**src/rtl/score_pkg.sv**
```systemverilog
// Shared types and constants for the score tick counter.
// Holds the control state enum, BCD digit constants and the next-state helper.
package score_pkg;

  localparam int DIGIT_W = 4;
  localparam logic [DIGIT_W-1:0] BCD_DIGIT_MAX = 4'd9;

  typedef enum logic [1:0] {
    IDLE   = 2'd0,
    RUN    = 2'd1,
    PAUSED = 2'd2,
    HALT   = 2'd3
  } state_t;

  // Priority: clr > game_over > pause > start.
  function automatic state_t next_state(
    input state_t s,
    input logic   clr,
    input logic   game_over,
    input logic   pause,
    input logic   start
  );
    state_t n;
    n = s;
    unique case (s)
      IDLE:   if (start && !pause) n = RUN;
      RUN: begin
        if (game_over)  n = HALT;
        else if (pause) n = PAUSED;
      end
      PAUSED: begin
        if (game_over)   n = HALT;
        else if (!pause) n = RUN;
      end
      HALT:   n = HALT;
      default: n = IDLE;
    endcase
    if (clr) n = IDLE;
    return n;
  endfunction

endpackage

```
**src/rtl/score_bcd_digit.sv**
```systemverilog
// One BCD digit of the score with carry to the next digit.
// Ports: clk, rst (async low), inc_in, clr (sync), value[3:0], carry_out.
module score_bcd_digit
  import score_pkg::*;
(
  input  logic               clk,
  input  logic               rst,
  input  logic               inc_in,
  input  logic               clr,
  output logic [DIGIT_W-1:0] value,
  output logic               carry_out
);

  assign carry_out = inc_in && (value == BCD_DIGIT_MAX);

  always_ff @(posedge clk or negedge rst) begin
    if (!rst) begin
      value <= '0;
    end else if (clr) begin
      value <= '0;
    end else if (inc_in) begin
      value <= carry_out ? '0 : value + 4'd1;
    end
  end

endmodule

```
**src/rtl/score_tick_counter.sv**
```systemverilog
// Syncs the slow tick clock into clk_50m and counts it into a BCD score.
// Ports: clk_50m, rst (async low), tick_in, start, pause, game_over, clr,
// score_bcd, score_inc, running, halted, max_flag.
// Option: define SCORE_SAT_EN to saturate at all-9s instead of wrapping.
module score_tick_counter
  import score_pkg::*;
#(
  parameter int DIGITS          = 3,
  parameter int SYNC_STAGES     = 2,
  parameter int TICKS_PER_POINT = 1
) (
  input  logic                  clk_50m,
  input  logic                  rst,
  input  logic                  tick_in,
  input  logic                  start,
  input  logic                  pause,
  input  logic                  game_over,
  input  logic                  clr,
  output logic [4*DIGITS-1:0]   score_bcd,
  output logic                  score_inc,
  output logic                  running,
  output logic                  halted,
  output logic                  max_flag
);

  localparam logic [7:0] TPP_LAST = 8'(TICKS_PER_POINT - 1);

  logic [SYNC_STAGES-1:0] sync_q;
  logic                   prev_q;
  logic                   tick_pulse;
  logic [7:0]             presc;
  state_t                 state_q;
  state_t                 state_nx;

  logic                   count_en;
  logic                   due;
  logic                   inc_en;
  logic                   upper9;
  logic                   becomes9;
  logic                   set_max;

  logic [DIGIT_W-1:0]     digit [DIGITS];
  logic [DIGITS-1:0]      inc_chain;
  logic [DIGITS-1:0]      carry;

  // tick_pulse is registered so it lands SYNC_STAGES+1 edges after tick_in.
  always_ff @(posedge clk_50m or negedge rst) begin
    if (!rst) begin
      sync_q     <= '0;
      prev_q     <= 1'b0;
      tick_pulse <= 1'b0;
    end else begin
      sync_q     <= {sync_q[SYNC_STAGES-2:0], tick_in};
      prev_q     <= sync_q[SYNC_STAGES-1];
      tick_pulse <= sync_q[SYNC_STAGES-1] & ~prev_q;
    end
  end

  assign state_nx = next_state(state_q, clr, game_over, pause, start);

  always_ff @(posedge clk_50m or negedge rst) begin
    if (!rst) begin
      state_q <= IDLE;
      running <= 1'b0;
      halted  <= 1'b0;
    end else begin
      state_q <= state_nx;
      running <= (state_nx == RUN);
      halted  <= (state_nx == HALT);
    end
  end

  // Ticks coinciding with any control change are dropped.
  assign count_en = (state_q == RUN) && tick_pulse &&
                    !clr && !game_over && !pause;
  assign due      = count_en && (presc == TPP_LAST);

  always_ff @(posedge clk_50m or negedge rst) begin
    if (!rst) begin
      presc <= '0;
    end else if (clr) begin
      presc <= '0;
    end else if (count_en) begin
      presc <= (presc == TPP_LAST) ? 8'd0 : presc + 8'd1;
    end
  end

  always_comb begin
    upper9 = 1'b1;
    for (int i = 1; i < DIGITS; i++) begin
      if (digit[i] != BCD_DIGIT_MAX) upper9 = 1'b0;
    end
  end

`ifdef SCORE_SAT_EN
  logic all9;
  assign all9     = upper9 && (digit[0] == BCD_DIGIT_MAX);
  assign inc_en   = due && !all9;
  assign becomes9 = inc_en && upper9 &&
                    (digit[0] == BCD_DIGIT_MAX - 4'd1);
  assign set_max  = becomes9 || (due && all9) || carry[DIGITS-1];
`else
  assign inc_en   = due;
  assign becomes9 = inc_en && upper9 &&
                    (digit[0] == BCD_DIGIT_MAX - 4'd1);
  // Carry out of the top digit means the score just wrapped.
  assign set_max  = becomes9 || carry[DIGITS-1];
`endif

  genvar g;
  generate
    for (g = 0; g < DIGITS; g++) begin : g_dig
      if (g == 0) begin : g_lsd
        assign inc_chain[g] = inc_en;
      end else begin : g_up
        assign inc_chain[g] = carry[g-1];
      end
      score_bcd_digit u_dig (
        .clk       (clk_50m),
        .rst       (rst),
        .inc_in    (inc_chain[g]),
        .clr       (clr),
        .value     (digit[g]),
        .carry_out (carry[g])
      );
      assign score_bcd[4*g +: 4] = digit[g];
    end
  endgenerate

  always_ff @(posedge clk_50m or negedge rst) begin
    if (!rst) begin
      score_inc <= 1'b0;
      max_flag  <= 1'b0;
    end else if (clr) begin
      score_inc <= 1'b0;
      max_flag  <= 1'b0;
    end else begin
      score_inc <= inc_en;
      max_flag  <= max_flag | set_max;
    end
  end

endmodule

```
**config.mk**
```make
export PLATFORM = sky130hd
export DESIGN_NAME = score_tick_counter
export DESIGN_NICKNAME = d
export VERILOG_FILES = /design/src/rtl/score_pkg.sv /design/src/rtl/score_bcd_digit.sv /design/src/rtl/score_tick_counter.sv
export SDC_FILE = /design/constraint.sdc
export NUM_CORES = 1
export LEC_CHECK = 0
export CAP_MARGIN = 20
export CORE_ASPECT_RATIO = 1.4
export CORE_MARGIN = 2
export CORE_UTILIZATION = 35
export DETAILED_ROUTE_END_ITERATION = 8
export MAX_ROUTING_LAYER = met4
export PLACE_DENSITY_LB_ADDON = 0.1
export SYNTH_ARGS = -nofsm -noshare
export SYNTH_HDL_FRONTEND = slang
export SYNTH_HIERARCHICAL = 1
export SYNTH_SLANG_ARGS = --single-unit
```
**constraint.sdc**
```tcl
create_clock -name clk_50m -period 2.5 [get_ports clk_50m]
set_input_delay 0.25 -clock clk_50m [delete_from_list [all_inputs] [get_ports clk_50m]]
set_output_delay 0.25 -clock clk_50m [all_outputs]
set_load 0.05 [all_outputs]
```
==> impl_metrics.csv <==
group,metric,value,unit
grt,antenna_found_initial,0,
hold_path,min_path_type,"in2async",
place,globalplace.congestion,0.849,
synth,synth_fp_nets,176,
sta,rsz0062_at_grt,"false",
floorplan,die_x,60.8,µm
synth,synthArstFlopShare,1.00,
synth,synth_edf_count,0,
final_layout,diodes,0,
sta,setup_viol,0,
setup_path,worstPathMaxFanout,5,
sta,slew_headroom,0.664,
synth,syn_inst,161,
detailed_routing,wl_per_cell,13.7,µm
grt,track_usage,0.165,
grt,grt_pass1_wl,6.19,mm
sta,period_needed,2.18,ns
final_layout,nNetsFinal,209,
power_and_ir_drop,switching_power,229,µW
detailed_routing,vias_per_cell,5.19,
job,cap_violations,0,
synth,yosysMostFrequentCell,"dfrtp_1",
floorplan,rows,28,
clock_tree,hold_buffers,0,
power_and_ir_drop,p_total,1.04,mW
floorplan,io_pins,23,
detailed_routing,drt-pass1-iter-count,4,
synth,synth_area,1580,µm²
sta,hold_viol,0,
synth,yosys.area.top_type,"dfrtp_1",
final_layout,syn_to_final_growth,27.7,%
sta,finalCritPeriodShare,0.872,
clock_tree,clkLatencyLatePin,0.29,ns
power_and_ir_drop,ir_worst_vdd,0.000286,V
clock_tree,root_buffer,"clkbuf_8",
place,dp_hpwl,2.46,mm
sta,skew,0.00887,ns
floorplan,start_util,0.369,
setup_path,path_class,"reg2reg",
outcome,status,"finished clean",
synth,avgSynthCellArea,9.81,µm²
synth,synth-seq-area-share,0.475,
synth,synth-seq-cells,30,
power_and_ir_drop,p_leak,0.822,nW
grt,gr-total-overflow,0,
clock_tree,clk_path_buf_depth,2,
synth,synth.top_cell.area_share,0.475,
power_and_ir_drop,pwr-share-seq,0.481,
grt,grt_max_degree,31,
sta,fin_setup_tns,0,ns
grt,grt_pass1_vias,1391,
floorplan,design.core.area,4270,µm²
setup_path,cp.required,2.72,ns
detailed_routing,dr.first_iter.drc_count,45,
clock_tree,cts_resized,0,
detailed_routing,vias,1323,
sta,tightest_slew,0.502,ns
sta,slew_violations,0,
floorplan,die_h,83.5,µm
power_and_ir_drop,power.share.switching,0.221,
clock_tree,htreeDepth,2,
power_and_ir_drop,p_per_area,515,nW/µm²
floorplan,die_area,5070,µm²
synth,netlist_top_cells_area,"dfrtp_1 48%, ha_1 6.3%, nand3b_1 5.2%, nand2_1 5.0%, a21oi_1 4.1%",
synth,yosysUniqueCellTypes,37,
clock_tree,cts_tree,"yes",
clock_tree,clkTransAtPathRegs,0.07,ns
detailed_routing,drt-total-wl,3.50,mm
place,io_buffers,22,
setup_path,start_kind,"flip-flop",
clock_tree,clkSinkCount,30,
synth,synth_ff_type,"dfrtp_1",
detailed_routing,drc_errors,0,
final_layout,post-route-util,0.472,
synth,synth_common_cells,"30 x dfrtp_1, 21 x nand2_1, 13 x a21oi_1",
sta,clock.fmax,459,MHz
synth,yosysWarnings,6,
setup_path,cp.arrival,2.39,ns
power_and_ir_drop,internal-power,808,µW
power_and_ir_drop,p_comb_frac,0.054,
setup_path,crit_path_end_kind,"flip-flop",
detailed_routing,ant_nets,0,
final_layout,drive_gt1_frac,0.113,
final_layout,nFillCells,434,
clock_tree,cts_made_buffers,5,
clock_tree,cts_setup_buffers,0,
power_and_ir_drop,power.share.clock,0.465,
[state kept, by name, indices dropped and copies added, names as in the netlist]
register,cells
score_inc,1
tick_pulse,1
running,1
presc,8
g_dig.u_dig/value,12
state_q,2
halted,1
sync_q,2
max_flag,1
prev_q,1
[per-stage QoR]
stage          cells  setup slack, ns  cell area, µm²  hold slack [ns]
4_1_cts          255            0.285            2020            0.358
3_5_place_dp     247            0.122            1910            0.343
2_1_floorplan    161           0.0251            1580          -0.0456
5_1_grt          255           0.0124            2020            0.372
3_3_place_gp     247            0.199            1910            0.334
6_report         255            0.321            2020            0.357
[power groups by stage]
stage / combinational (mW) / sequential (mW) / clock (mW)
6_report: 0.0563 / 0.499 / 0.482
5_1_grt: 0.0621 / 0.499 / 0.527
4_1_cts: 0.0578 / 0.499 / 0.494
3_5_place_dp: 0.0577 / 0.508 / 0
3_3_place_gp: 0.0570 / 0.508 / 0
2_1_floorplan: 0.0151 / 0.516 / 0
[cell type report]
cell class              instances  area, µm²  share of cell area
clock buffers                   5       68.8              0.0341
multi-input cells             119        774               0.384
well taps                      60       75.1              0.0372
repair buffers                 29        273               0.135
inverters                       9       33.8              0.0168
flip-flops and latches         30        751               0.372
clock inverters                 3       40.0              0.0199
[routing by layer]
| layer | global-route usage | wire (µm) | share of wire |
|---|---|---|---|
| met2 | 0.264 | 1820 | 0.52 |
| met5 | - | 0 | 0 |
| met1 | 0.181 | 1480 | 0.42 |
| met3 | 0.0558 | 125 | 0.036 |
| met4 | 0.0711 | 72 | 0.021 |
[critical path, stage by stage, from the launching register on]
cell and delay, ns:
dfrtp_1 0.43, inv_1 0.09, ha_1 0.14, nor4b_1 0.21, nand2_1 0.12, nor2_2 0.12
inv_1 0.07, nor2_1 0.14, inv_1 0.09, nor2_1 0.21, nand2_1 0.11, a211o_1 0.28
a21oi_2 0.11
[worst paths after layout]
kind	slack, ns	end	from	cells past startpoint
setup / recovery	0.32	g_dig[2].u_dig/value[2]$_DFFE_PN0P_	presc[1]$_DFFE_PN0P_	12
hold reg to reg	0.36	sync_q[1]$_DFF_PN0_	sync_q[0]$_DFF_PN0_	0
hold / removal	0.36	presc[3]$_DFFE_PN0P_	rst	2
min in group clk_50m	0.36	sync_q[1]$_DFF_PN0_	sync_q[0]$_DFF_PN0_	0
setup reg to reg	0.32	g_dig[2].u_dig/value[2]$_DFFE_PN0P_	presc[1]$_DFFE_PN0P_	12
max in group asynchronous	1.86	g_dig[0].u_dig/value[3]$_DFFE_PN0P_	rst	2
[cells in the final DEF, fill, tap and decap left out, types with 4 or more instances in the layout]
cell type and n:
nor2_1 7, nand2_1 21, o21ai_1 4, o21ai_0 5
clkdlybuf4s50_1 22, inv_1 9, dfrtp_1 30, a31oi_1 5
nand3b_1 11, ha_1 8, clkbuf_8 5, nand2b_1 4
buf_4 7, nand3_1 4, a21oi_1 13
[kinds of logic (layout without fill, tap and decap cells)]
group | count (synthesis) | in the layout | share of synthesized area
AND/OR/NAND/NOR | 68 | 68 | 0.248
AO/OA/AOI/OAI | 42 | 42 | 0.171
flip-flops | 30 | 30 | 0.475
buffers and inverters | 12 | 46 | 0.0357
adder cells (fa/ha/maj) | 8 | 8 | 0.0634
multiplexers | 1 | 1 | 0.00634
Note: power is estimated with default switching activity, not from simulation.
